--- src/rtl/riscv_lsu_pkg.sv ---
// Shared MemOp codes, LSU state encoding and the latched-request record.
package riscv_lsu_pkg;

    localparam int NUM_LANES = 4;

    localparam logic [2:0] MEMOP_B    = 3'b000;
    localparam logic [2:0] MEMOP_H    = 3'b001;
    localparam logic [2:0] MEMOP_W    = 3'b010;
    localparam logic [2:0] MEMOP_BU   = 3'b100;
    localparam logic [2:0] MEMOP_HU   = 3'b101;
    localparam logic [2:0] MEMOP_NONE = 3'b111;

    typedef enum logic [1:0] {
        LSU_IDLE = 2'd0,
        LSU_REQ  = 2'd1,
        LSU_WAIT = 2'd2,
        LSU_DONE = 2'd3
    } lsu_state_e;

    // What the load path needs to remember once the bus transaction is launched
    typedef struct packed {
        logic       we;
        logic [2:0] op;
        logic [1:0] off;
    } lsu_req_t;

    function automatic logic is_aligned(input logic [2:0] op, input logic [1:0] off);
        case (op)
            MEMOP_B, MEMOP_BU: is_aligned = 1'b1;
            MEMOP_H, MEMOP_HU: is_aligned = ~off[0];
            default:           is_aligned = (off == 2'b00);
        endcase
    endfunction

endpackage

--- src/rtl/riscv_lsu_align.sv ---
// Byte-lane steering: store enables/replication and load select/extend.
module riscv_lsu_align
    import riscv_lsu_pkg::*;
(
    input  logic [2:0]  st_op,
    input  logic [1:0]  st_off,
    input  logic [31:0] wdata,
    output logic [3:0]  st_be,
    output logic [31:0] st_wdata,
    input  logic [2:0]  ld_op,
    input  logic [1:0]  ld_off,
    input  logic [31:0] rdata,
    output logic [31:0] ld_data
);

    logic [NUM_LANES-1:0][7:0] lanes;
    logic [7:0]                ld_byte;
    logic [15:0]               ld_half;

    assign lanes   = rdata;
    assign ld_byte = lanes[ld_off];
    assign ld_half = ld_off[1] ? rdata[31:16] : rdata[15:0];

    // Store side: enable the addressed lanes and replicate data across them
    always_comb begin
        st_be    = 4'b1111;
        st_wdata = wdata;
        case (st_op)
            MEMOP_B, MEMOP_BU: begin
                st_be    = 4'b0001 << st_off;
                st_wdata = {4{wdata[7:0]}};
            end
            MEMOP_H, MEMOP_HU: begin
                st_be    = st_off[1] ? 4'b1100 : 4'b0011;
                st_wdata = {2{wdata[15:0]}};
            end
            default: ;
        endcase
    end

    // Load side: pick the addressed byte/half and extend it
    always_comb begin
        ld_data = rdata;
        case (ld_op)
            MEMOP_B:  ld_data = {{24{ld_byte[7]}}, ld_byte};
            MEMOP_BU: ld_data = {24'd0, ld_byte};
            MEMOP_H:  ld_data = {{16{ld_half[15]}}, ld_half};
            MEMOP_HU: ld_data = {16'd0, ld_half};
            default: ;
        endcase
    end

endmodule

--- src/rtl/riscv_lsu.sv ---
// MEM-stage load/store unit: one req/gnt/rvalid bus access per load/store,
// pipeline stall while it is in flight, misalign and timeout reporting.
module riscv_lsu
    import riscv_lsu_pkg::*;
#(
    parameter int TIMEOUT_CYCLES = 64
) (
    input  logic        clk,
    input  logic        rst,
    input  logic        req_valid_i,
    input  logic        MemWr_i,
    input  logic        MemtoReg_i,
    input  logic [2:0]  MemOp_i,
    input  logic [31:0] addr_i,
    input  logic [31:0] wdata_i,
    output logic        stall_o,
    output logic        done_o,
    output logic [31:0] rdata_o,
    output logic        misalign_o,
    output logic        bus_err_o,
    output logic        mem_req_o,
    output logic        mem_we_o,
    output logic [31:0] mem_addr_o,
    output logic [3:0]  mem_be_o,
    output logic [31:0] mem_wdata_o,
    input  logic        mem_gnt_i,
    input  logic        mem_rvalid_i,
    input  logic [31:0] mem_rdata_i
);

    localparam int CNT_W = $clog2(TIMEOUT_CYCLES);
    localparam logic [CNT_W-1:0] CNT_MAX = CNT_W'(TIMEOUT_CYCLES - 1);

    lsu_state_e        state;
    lsu_req_t          req_q;
    logic [CNT_W-1:0]  cnt;
    logic              access, candidate, aligned, start, timeout;
    logic [3:0]        st_be;
    logic [31:0]       st_wdata, ld_data;

    // Gated by rst so nothing asserts combinationally while the unit is held in reset
    assign access    = MemWr_i | MemtoReg_i;
    assign candidate = ~rst & (state == LSU_IDLE) & req_valid_i & access & (MemOp_i != MEMOP_NONE);
    assign aligned   = is_aligned(MemOp_i, addr_i[1:0]);
    assign start     = candidate & aligned;
    assign timeout   = (cnt == CNT_MAX);

    assign misalign_o = candidate & ~aligned;
    assign stall_o    = start | (state == LSU_REQ) | (state == LSU_WAIT);

    riscv_lsu_align u_align (
        .st_op    (MemOp_i),
        .st_off   (addr_i[1:0]),
        .wdata    (wdata_i),
        .st_be    (st_be),
        .st_wdata (st_wdata),
        .ld_op    (req_q.op),
        .ld_off   (req_q.off),
        .rdata    (mem_rdata_i),
        .ld_data  (ld_data)
    );

    // Access FSM with timeout counter and registered bus/result outputs
    always_ff @(posedge clk or posedge rst) begin
        if (rst) begin
            state       <= LSU_IDLE;
            req_q       <= '0;
            cnt         <= '0;
            done_o      <= 1'b0;
            bus_err_o   <= 1'b0;
            rdata_o     <= '0;
            mem_req_o   <= 1'b0;
            mem_we_o    <= 1'b0;
            mem_addr_o  <= '0;
            mem_be_o    <= '0;
            mem_wdata_o <= '0;
        end else begin
            done_o    <= 1'b0;
            bus_err_o <= 1'b0;
            case (state)
                LSU_IDLE: if (start) begin
                    state       <= LSU_REQ;
                    cnt         <= '0;
                    req_q       <= '{we: MemWr_i, op: MemOp_i, off: addr_i[1:0]};
                    mem_req_o   <= 1'b1;
                    mem_we_o    <= MemWr_i;
                    mem_addr_o  <= {addr_i[31:2], 2'b00};
                    mem_be_o    <= MemWr_i ? st_be : 4'b1111;
                    mem_wdata_o <= st_wdata;
                end
                LSU_REQ: begin
                    if (mem_gnt_i) begin
                        state     <= LSU_WAIT;
                        cnt       <= '0;
                        mem_req_o <= 1'b0;
                    end else if (timeout) begin
                        state     <= LSU_DONE;
                        mem_req_o <= 1'b0;
                        done_o    <= 1'b1;
                        bus_err_o <= 1'b1;
                        rdata_o   <= '0;
                    end else begin
                        cnt <= cnt + 1'b1;
                    end
                end
                LSU_WAIT: begin
                    if (mem_rvalid_i) begin
                        state  <= LSU_DONE;
                        done_o <= 1'b1;
                        if (!req_q.we) rdata_o <= ld_data;
                    end else if (timeout) begin
                        state     <= LSU_DONE;
                        done_o    <= 1'b1;
                        bus_err_o <= 1'b1;
                        rdata_o   <= '0;
                    end else begin
                        cnt <= cnt + 1'b1;
                    end
                end
                default: state <= LSU_IDLE;
            endcase
        end
    end

endmodule

--- config.mk ---
export PLATFORM = sky130hd
export DESIGN_NAME = riscv_lsu
export DESIGN_NICKNAME = d
export VERILOG_FILES = /design/src/rtl/riscv_lsu_pkg.sv /design/src/rtl/riscv_lsu_align.sv /design/src/rtl/riscv_lsu.sv
export SDC_FILE = /design/constraint.sdc
export NUM_CORES = 1
export LEC_CHECK = 0
export CAP_MARGIN = 20
export CORE_MARGIN = 2
export CORE_UTILIZATION = 49
export CTS_BUF_LIST = sky130_fd_sc_hd__clkbuf_4 sky130_fd_sc_hd__clkbuf_8
export DETAILED_ROUTE_END_ITERATION = 10
export GPL_TIMING_DRIVEN = 0
export PLACE_DENSITY = 0.88
export SLEW_MARGIN = 0
export SYNTH_ARGS = -nofsm -noshare
export SYNTH_HDL_FRONTEND = slang
export SYNTH_SLANG_ARGS = --single-unit
export TNS_END_PERCENT = 10
--- constraint.sdc ---
create_clock -name clk -period 17.2 [get_ports clk]
set_input_delay 3.44 -clock clk [delete_from_list [all_inputs] [get_ports clk]]
set_output_delay 3.44 -clock clk [all_outputs]
set_load 0.005 [all_outputs]
==> flow_summary_export.csv <==
group,metric,value,unit
drt,drt_iter0_markers,419,
floorplan,die_y,110,um
drt,totalWireLength,17400,um
worst_setup_path,setup.worst_path.end_class,"output pin",
drt,detail_route.vias_per_cell,5.63,
floorplan,rows,38,
global_routing,antenna_found_initial,0,
drt,vias,5357,
hold_path,hp-class,"reg2reg",
timing,skew,14.3,ps
floorplan,start_util,0.506,
cts,cts_buffers,17,
drt,firstDrtPassIters,6,
drt,ant_nets,0,
yosys,async_reset_ff_frac,1.00,
global_routing,grt_pass1_wl,26400,um
drt,drc,0,
cts,post-cts-setup-buffers,0,
yosys,ys_types,53,
worst_setup_path,cp_max_fo,63,
cts,htreeDepth,4,
flow_run,drv_cap,0,
worst_setup_path,worst-path-buf-inv,4,
cts,clock-root-buffer,"clkbuf_8",
floorplan,die_area,0.0121,mm^2
yosys,synth_top_cell_by_area,"dfrtp_1",
timing,worst_pin_slew,900,ps
global_routing,grt_max_degree,64,
yosys,synth_top_cell_area_share,0.522,
worst_setup_path,critical_path_arrival,6170,ps
worst_setup_path,cpMaxStageDelayCell,"inv_4",
timing,fin_crit,9610,ps
final_layout,num_antenna_cells,0,
cts,cts_num_sinks,115,
cts,insertion_delay,430,ps
yosys,syn_area,0.00551,mm^2
pwr,ir_worst_vdd,0.0000927,V
timing,setup_viol,0,
timing,fmax,0.104,GHz
final_layout,drive_gt1_frac,0.0925,
timing,tns,0,ps
timing,rsz0062_at_grt,"no",
worst_setup_path,crit_path_cell_trace,"clkdlybuf4s50_1, inv_4, buf_16, o2111ai_4, nor3b_4, or3_1, clkdlybuf4s50_1",
worst_setup_path,crit_type,"in2out",
worst_setup_path,crit_required,13760,ps
floorplan,ios,212,
global_routing,grt_usage,0.287,
floorplan,die_w,110,um
worst_setup_path,slowest_delay,530,ps
place,dp_hpwl,12800,um
timing,hold_violations,0,
final_layout,fin_util,0.750,
worst_setup_path,start_kind,"input pin",
yosys,synth_seq_cells,115,
final_layout,area_growth,48.1,%
cts,clk_pin_slew,60,ps
worst_setup_path,critPathTopFamily,"buffers and inverters",
yosys,yosys-top-cells-area,"dfrtp_1 52%, nand2_1 12%, mux2i_1 4.5%",
final_layout,nets,911,
cts,cts_tree,"yes",
pwr,p_per_area,154,mW/mm^2
cts,cts_resized,0,
yosys,yosysWarningCount,0,
pwr,power.leakage,3.70,nW
global_routing,grt_pass1_vias,5284,
cts,hold_buffers,0,
global_routing,overflow,0,
place,place_congestion,0.877,
yosys,syn_avg_cell_area,9.67,um^2
yosys,synth_seq_area_share,0.522,
worst_setup_path,cp_common_cell,"clkdlybuf4s50_1",
yosys,postSynthCellCount,570,
floorplan,core-area,0.0109,mm^2
drt,wl_per_cell,18.3,um
place,port_buffers,208,
yosys,synth_edf_count,0,
run_status,status,"complete, no violations",
timing,slew_headroom,0.398,
timing,period_share,0.559,
yosys,ys.flop_type,"dfrtp_1",
timing,slew_violations,0,
cts,clk_path_buf_depth,2,
==> per-layer routing <==
layer  up-vias  track usage  share of wire
li1       2435            -              -
met4         0        0.113          0.024
met5         -            0              0
met3        45        0.105           0.11
met2       314        0.484           0.49
met1      2563        0.334           0.38
==> sequential cells by signal, summed over array words and instances, names as in the netlist <==
| register | cells |
|---|---|
| mem_addr_o | 30 |
| done_o | 1 |
| mem_wdata_o | 32 |
| rdata_o | 32 |
| mem_be_o | 4 |
| state | 2 |
| bus_err_o | 1 |
| mem_req_o | 1 |
| req_q | 6 |
| cnt | 6 |
==> through the flow <==
stage               worst slack (ps)  power [mW]  area [um^2]  std cells  hold slack (ps)
finish                          7590        1.25         8160        951              477
global placement                4790       0.992         7770        919              458
detailed placement              7500        1.02         7800        920              461
global route                    7330        1.33         8160        951              495
floorplan                       6880       0.699         5510        571              467
CTS                             7500        1.25         8160        951              477
==> worst min-delay path: stages (launching register included) <==
cell     delay, ps
dfrtp_1        340
nand2_1         50
nand2_1         60
==> synthesized netlist by cell type (2+ instances only) <==
library cell	number
nand2_1	175
dfrtp_1	115
a21oi_1	32
mux2i_1	25
o2bb2ai_1	24
o21ai_1	22
nor2_1	18
buf_2	14
inv_1	14
clkbuf_1	12
o21ai_0	11
buf_6	10
a221oi_1	9
a21o_1	8
a31oi_1	7
a222oi_1	6
ha_1	6
nor2b_1	5
nand2b_1	4
and2_1	3
and3_1	3
nor3_1	3
o21a_1	3
o21bai_1	3
a21oi_4	2
and3_4	2
buf_4	2
nand3_1	2
nand3b_1	2
o211ai_1	2
o21ai_2	2
o22ai_1	2
o31ai_1	2
==> final cells by class <==
class	instances	area, um^2
multi-input combinational	404	2340
sequential	115	2880
clock inverter	10	85.1
fill	760	2730
inverter	14	55.1
tap	140	175
buffer	38	243
timing repair buffer	209	2110
clock buffer	21	277
==> path summary, 6_finish.rpt <==
path	start	to	slack [ps]	cells after the start
max	rst	stall_o	7590	7
min	mem_addr_o[30]	mem_addr_o[30]	480	2
max reg2reg	state[1]	rdata_o[19]	14900	7
min reg2reg	mem_addr_o[30]	mem_addr_o[30]	480	2
max in group asynchronous	rst	mem_be_o[3]	12950	3
min in group asynchronous	rst	mem_addr_o[16]	3500	2
==> power by group <==
group	total, mW	switching, mW	internal [mW]	leakage [nW]
sequential	0.456	0.0735	0.382	1.46
clock	0.230	0.108	0.123	0.180
combinational	0.567	0.253	0.314	2.06
total	1.25	0.434	0.819	3.70
==> cell usage in the layout, fill, tap and decap left out, types with 9 or more instances in the layout <==
cell type | synthesis | final
o21ai_1 | 22 | 22
dfrtp_1 | 115 | 115
a21oi_1 | 32 | 32
nand2_1 | 175 | 175
o21ai_0 | 11 | 11
clkbuf_8 | 0 | 19
clkbuf_1 | 12 | 12
o2bb2ai_1 | 24 | 24
buf_2 | 14 | 14
nor2_1 | 18 | 18
buf_6 | 10 | 10
inv_1 | 14 | 13
mux2i_1 | 25 | 25
clkdlybuf4s50_1 | 0 | 208
a221oi_1 | 9 | 9
==> logic make-up (layout without fill, tap and decap cells) <==
family | Yosys count | count (layout) | share of synthesized area
AND/OR/NAND/NOR | 224 | 224 | 0.172
AO/OA/AOI/OAI | 145 | 145 | 0.186
flip-flops | 115 | 115 | 0.522
buffers and inverters | 52 | 292 | 0.0536
multiplexers | 27 | 27 | 0.0515
adder cells (fa/ha/maj) | 6 | 6 | 0.0136
other | 1 | 2 | 0.000681
No activity file was read; power rests on OpenSTA's default activity.
==> RTL edit 1, RTL diff (same flow settings) <==
Put one more register stage on the output `bus_err_o`, cleared by the reset. The value now appears one clock later. The other outputs are not delayed to match.
--- a/src/rtl/riscv_lsu.sv
+++ b/src/rtl/riscv_lsu.sv
@@ -31,4 +31,6 @@
     localparam int CNT_W = $clog2(TIMEOUT_CYCLES);
     localparam logic [CNT_W-1:0] CNT_MAX = CNT_W'(TIMEOUT_CYCLES - 1);
+
+    logic bus_err_s0;
 
     lsu_state_e        state;
@@ -68,5 +70,5 @@
             cnt         <= '0;
             done_o      <= 1'b0;
-            bus_err_o   <= 1'b0;
+            bus_err_s0  <= 1'b0;
             rdata_o     <= '0;
             mem_req_o   <= 1'b0;
@@ -77,5 +79,5 @@
         end else begin
             done_o    <= 1'b0;
-            bus_err_o <= 1'b0;
+            bus_err_s0 <= 1'b0;
             case (state)
                 LSU_IDLE: if (start) begin
@@ -98,5 +100,5 @@
                         mem_req_o <= 1'b0;
                         done_o    <= 1'b1;
-                        bus_err_o <= 1'b1;
+                        bus_err_s0 <= 1'b1;
                         rdata_o   <= '0;
                     end else begin
@@ -112,5 +114,5 @@
                         state     <= LSU_DONE;
                         done_o    <= 1'b1;
-                        bus_err_o <= 1'b1;
+                        bus_err_s0 <= 1'b1;
                         rdata_o   <= '0;
                     end else begin
@@ -123,4 +125,12 @@
     end
 
+    always_ff @(posedge clk or posedge rst) begin
+        if (rst) begin
+            bus_err_o <= '0;
+        end else begin
+            bus_err_o <= bus_err_s0;
+        end
+    end
+
 endmodule
 
Behaviour: same outputs for any inputs over 4 cycles, from zero or initial values and one cycle with rst high; that may be too few to reach the edited logic, so the function may still have changed.
==> RTL edit 1 against the original RTL <==
Sequential cell count increased by 1; worst hold slack lost 0.13 ns; synthesized cell count up 0.18%; register-to-register slack better by 0.06 ns; power rose by 2.1%; critical path depth stayed put; final area grew 0.78%; wire length increased by 0.24%; setup slack got worse by 0.13 ns; area after synthesis grew 0.45%; largest power group unchanged.
==> RTL edit 1: results (changes against the original RTL) <==
- Startpoint of the worst hold path: bus_err_s0 (was mem_addr_o[30])
- Sequential group share of total power: 35.7% (was 36.3%)
- Fraction of standard cell area that is sequential: 35.3% (about the same)
- Non-Clock Buffer Area Fraction: 28.6% (was 28.8%)
- Switching Power: 0.428 mW (was 0.434 mW)
- Global-route wire length before repair: 27100 um (was 26400 um)
- Largest fanout on the critical path: 66 (was 63)
- Worst slack at placement: 7.41 ns (was 7.50 ns)
- Total vias in the final route: 5375 (was 5357)
- Routed met2 length: 8590 um (was 8490 um)
- Endpoint of the worst hold-timing path: bus_err_o (was mem_addr_o[30])
- Seq/Total Area, Yosys: 52.4% (was 52.2%)
- Post-layout net count: 912 (was 911)
- Crit path largest cell delay: 0.63 ns (was 0.53 ns)
- Peak VDD IR: 0.0884 mV (was 0.0927 mV)
- Estimated wirelength of the detail-placed design: 12900 um (was 12800 um)
- Average wire per cell in the routed design: 18.4 um (was 18.3 um)
- Share of layout cells above drive strength 1: 8.90% (was 9.25%)
- Internal reg-to-reg setup slack: 14.96 ns (was 14.90 ns)
- Leakage: 3.74 nW (was 3.70 nW)
- Placed Area: 7830 um2 (was 7800 um2)
- Count of clock tree sinks: 116 (was 115)
- Reg2reg end: rdata_o[19] (unchanged)
- Total global-route track usage: 29.4% (was 28.7%)
- Clock tree cell share of total cell area: 4.87% (was 4.43%)
- Relative contribution of the clock network to total power: 19.8% (was 18.4%)
- Clock buffers: 24 (was 21)
- Outcome: finished, final reports clean (unchanged)
- Setup skew after layout: 0.00903 ns (was 0.0143 ns)
- Worst Hold Path Cells: 0 (was 2)
- Commonest cells in the netlist: 175 x sky130_fd_sc_hd__nand2_1, 116 x sky130_fd_sc_hd__dfrtp_1, 32 x sky130_fd_sc_hd__a21oi_1, 25 x sky130_fd_sc_hd__mux2i_1, 24 x sky130_fd_sc_hd__o2bb2ai_1 (was 175 x sky130_fd_sc_hd__nand2_1, 115 x sky130_fd_sc_hd__dfrtp_1, 32 x sky130_fd_sc_hd__a21oi_1, 25 x sky130_fd_sc_hd__mux2i_1, 24 x sky130_fd_sc_hd__o2bb2ai_1)
- Least-Margin Pin Slew: 0.874 ns (was 0.900 ns)
- Maximum number of pins on one net before global-route repair: 67 (was 64)
- Worst Hold Margin: 0.343 ns (was 0.477 ns)
- Fill cell instance count of the final layout: 751 (was 760)
- Met1 routed wirelength after detailed routing: 6410 um (was 6640 um)
RTL edit 1: cell types whose count changed in the layout (fill, tap and decap cells not counted):
cell,delta
sky130_fd_sc_hd__clkbuf_8,+5
sky130_fd_sc_hd__clkinvlp_4,-4
sky130_fd_sc_hd__clkbuf_4,-2
sky130_fd_sc_hd__dfrtp_1,+1
sky130_fd_sc_hd__bufinv_16,+1
sky130_fd_sc_hd__clkinv_2,-3
RTL edit 1: stage by stage:
| stage | instances | power (mW) | utilization, % |
|---|---|---|---|
| 2_1_floorplan | 572 | 0.702 | - |
| 3_3_place_gp | 920 | 0.996 | 71.3 |
| 3_5_place_dp | 921 | 1.02 | 71.6 |
| 4_1_cts | 949 | 1.28 | 75.2 |
| 5_1_grt | 949 | 1.36 | 75.2 |
| 6_report | 949 | 1.28 | 75.2 |
RTL edit 1: layer usage:
layer  vias up  track usage, %
met5         -               0
met4         0            14.7
met3        53            8.29
met2       345            50.2
met1      2542            33.8
li1       2435               -
RTL edit 1: how the worst max path moves through the flow:
stage	from	end	slack, ns	cells after the start
6_report	rst	stall_o	7.46	7
5_1_grt	rst	stall_o	7.20	7
4_1_cts	rst	stall_o	7.38	7
3_5_place_dp	rst	stall_o	7.41	7
3_3_place_gp	rst	stall_o	4.71	6
2_1_floorplan	rst	stall_o	6.86	4
RTL edit 1: cells by family after synthesis:
family	Yosys count	synth area share (%)
adder cells (fa/ha/maj)	6	1.36
AO/OA/AOI/OAI	145	18.5
AND/OR/NAND/NOR	224	17.1
other	1	0.0677
buffers and inverters	52	5.33
multiplexers	27	5.13
flip-flops	116	52.4
==> RTL edit 2, RTL diff (config.mk and constraints unchanged) <==
Without the edit above. The parameter `TIMEOUT_CYCLES` goes from 64 to 128.
--- a/src/rtl/riscv_lsu.sv
+++ b/src/rtl/riscv_lsu.sv
@@ -4,5 +4,5 @@
     import riscv_lsu_pkg::*;
 #(
-    parameter int TIMEOUT_CYCLES = 64
+    parameter int TIMEOUT_CYCLES = 128
 ) (
     input  logic        clk,
Behaviour: no difference found for any inputs over 4 cycles, from zero or initial values and one cycle with rst high; that may be too few to reach the edited logic, so the function may still have changed.
==> RTL edit 2 against the original RTL <==
Synthesized cell count rose by 3.9%; area after synthesis increased by 2.0%; final area increased by 1.3%; sequential cell count increased by 1; wire length rose by 0.77%; power increased by 1.2%; first-iteration DRC count is 14% lower; setup slack worse by 0.18 ns; largest power group unchanged.
==> RTL edit 2: results (changes against the original RTL) <==
- Outcome: finished, final reports clean (unchanged)
- Met2 track utilization from global routing: 49.9% (was 48.4%)
- Flip-flop and latch count: 116 (was 115)
- Grt met1 use: 33.0% (was 33.4%)
- Finished Layout Cells: 977 (was 951)
- Total global-route track usage: 29.3% (was 28.7%)
- Worst R2R Path Depth: 9 (was 7)
- Number of library cell types mapped by synthesis: 50 (was 53)
- Clock buffers: 28 (was 21)
- Peak VDD IR: 0.0892 mV (was 0.0927 mV)
- Worst Hold Margin: 0.473 ns (was 0.477 ns)
- Maximum number of pins on one net before global-route repair: 69 (was 64)
- Routed wire length: 17600 um (was 17400 um)
- Non-Clock Buffer Area Fraction: 28.7% (was 28.8%)
- Share of synthesized area spent on multiplexers: 6.46% (was 5.15%)
- Drt first-iter violations: 360 (was 419)
- Number of combinational gates with multiple inputs: 431 (was 404)
- Clk_lat worst skew: 0.45 ns (was 0.43 ns)
- Arrival time at the worst endpoint: 6.35 ns (was 6.17 ns)
- Estimated wirelength of the detail-placed design: 13200 um (was 12800 um)
- Worst R2R Start: state[0] (was state[1])
- Internal reg-to-reg setup slack: 14.92 ns (was 14.90 ns)
- Startpoint of the worst hold path: mem_addr_o[22] (was mem_addr_o[30])
- Fill cell instance count of the final layout: 820 (was 760)
- Leakage: 3.73 nW (was 3.70 nW)
- First-pass iteration count of the detailed router: 5 (was 6)
- Arithmetic-cell share of the synthesized area counting full adders, half adders and majority gates: 1.34% (was 1.36%)
- Final cell area excluding filler cells: 8270 um2 (was 8160 um2)
- Compound-cell area share of the yosys netlist: 15.3% (was 18.6%)
- Worst slack at placement: 7.32 ns (was 7.50 ns)
- Area used by multi-input combinational logic: 2430 um2 (was 2340 um2)
- Detailed route wirelength on metal3: 1810 um (was 1880 um)
- Routed met2 length: 8580 um (was 8490 um)
- Area of all sequential standard cells: 2900 um2 (was 2880 um2)
- Maximum clock frequency: 102 MHz (was 104 MHz)
- Placed Area: 7920 um2 (was 7800 um2)
- Endpoint of the worst hold-timing path: mem_addr_o[22] (was mem_addr_o[30])
- Per-cell via count in the routed design: 5.60 (was 5.63)
- Period utilization: 56.9% (was 55.9%)
- Number of global-route vias before repair: 5711 (was 5284)
- Post-layout net count: 933 (was 911)
- Max-slew headroom at the worst pin: 44.1% (was 39.8%)
## RTL edit 2: changes by cell type after synthesis, moves of 11 or more
cell	change
sky130_fd_sc_hd__nor2_1	+11
sky130_fd_sc_hd__a221o_1	+15
sky130_fd_sc_hd__nand2_1	+17
sky130_fd_sc_hd__o2bb2ai_1	-16
sky130_fd_sc_hd__a21oi_1	-15
## RTL edit 2: where the power goes
| group | internal [mW] | switching [mW] |
|---|---|---|
| sequential | 0.388 | 0.0720 |
| combinational | 0.327 | 0.253 |
| clock | 0.123 | 0.105 |
| total | 0.838 | 0.431 |
## RTL edit 2: worst max-delay path: stages
cell	delay, ns
sky130_fd_sc_hd__clkdlybuf4s50_1	0.44
sky130_fd_sc_hd__inv_4	0.47
sky130_fd_sc_hd__buf_16	0.36
sky130_fd_sc_hd__o2111ai_2	0.28
sky130_fd_sc_hd__nor3b_2	0.58
sky130_fd_sc_hd__or3_1	0.20
sky130_fd_sc_hd__clkdlybuf4s50_1	0.50
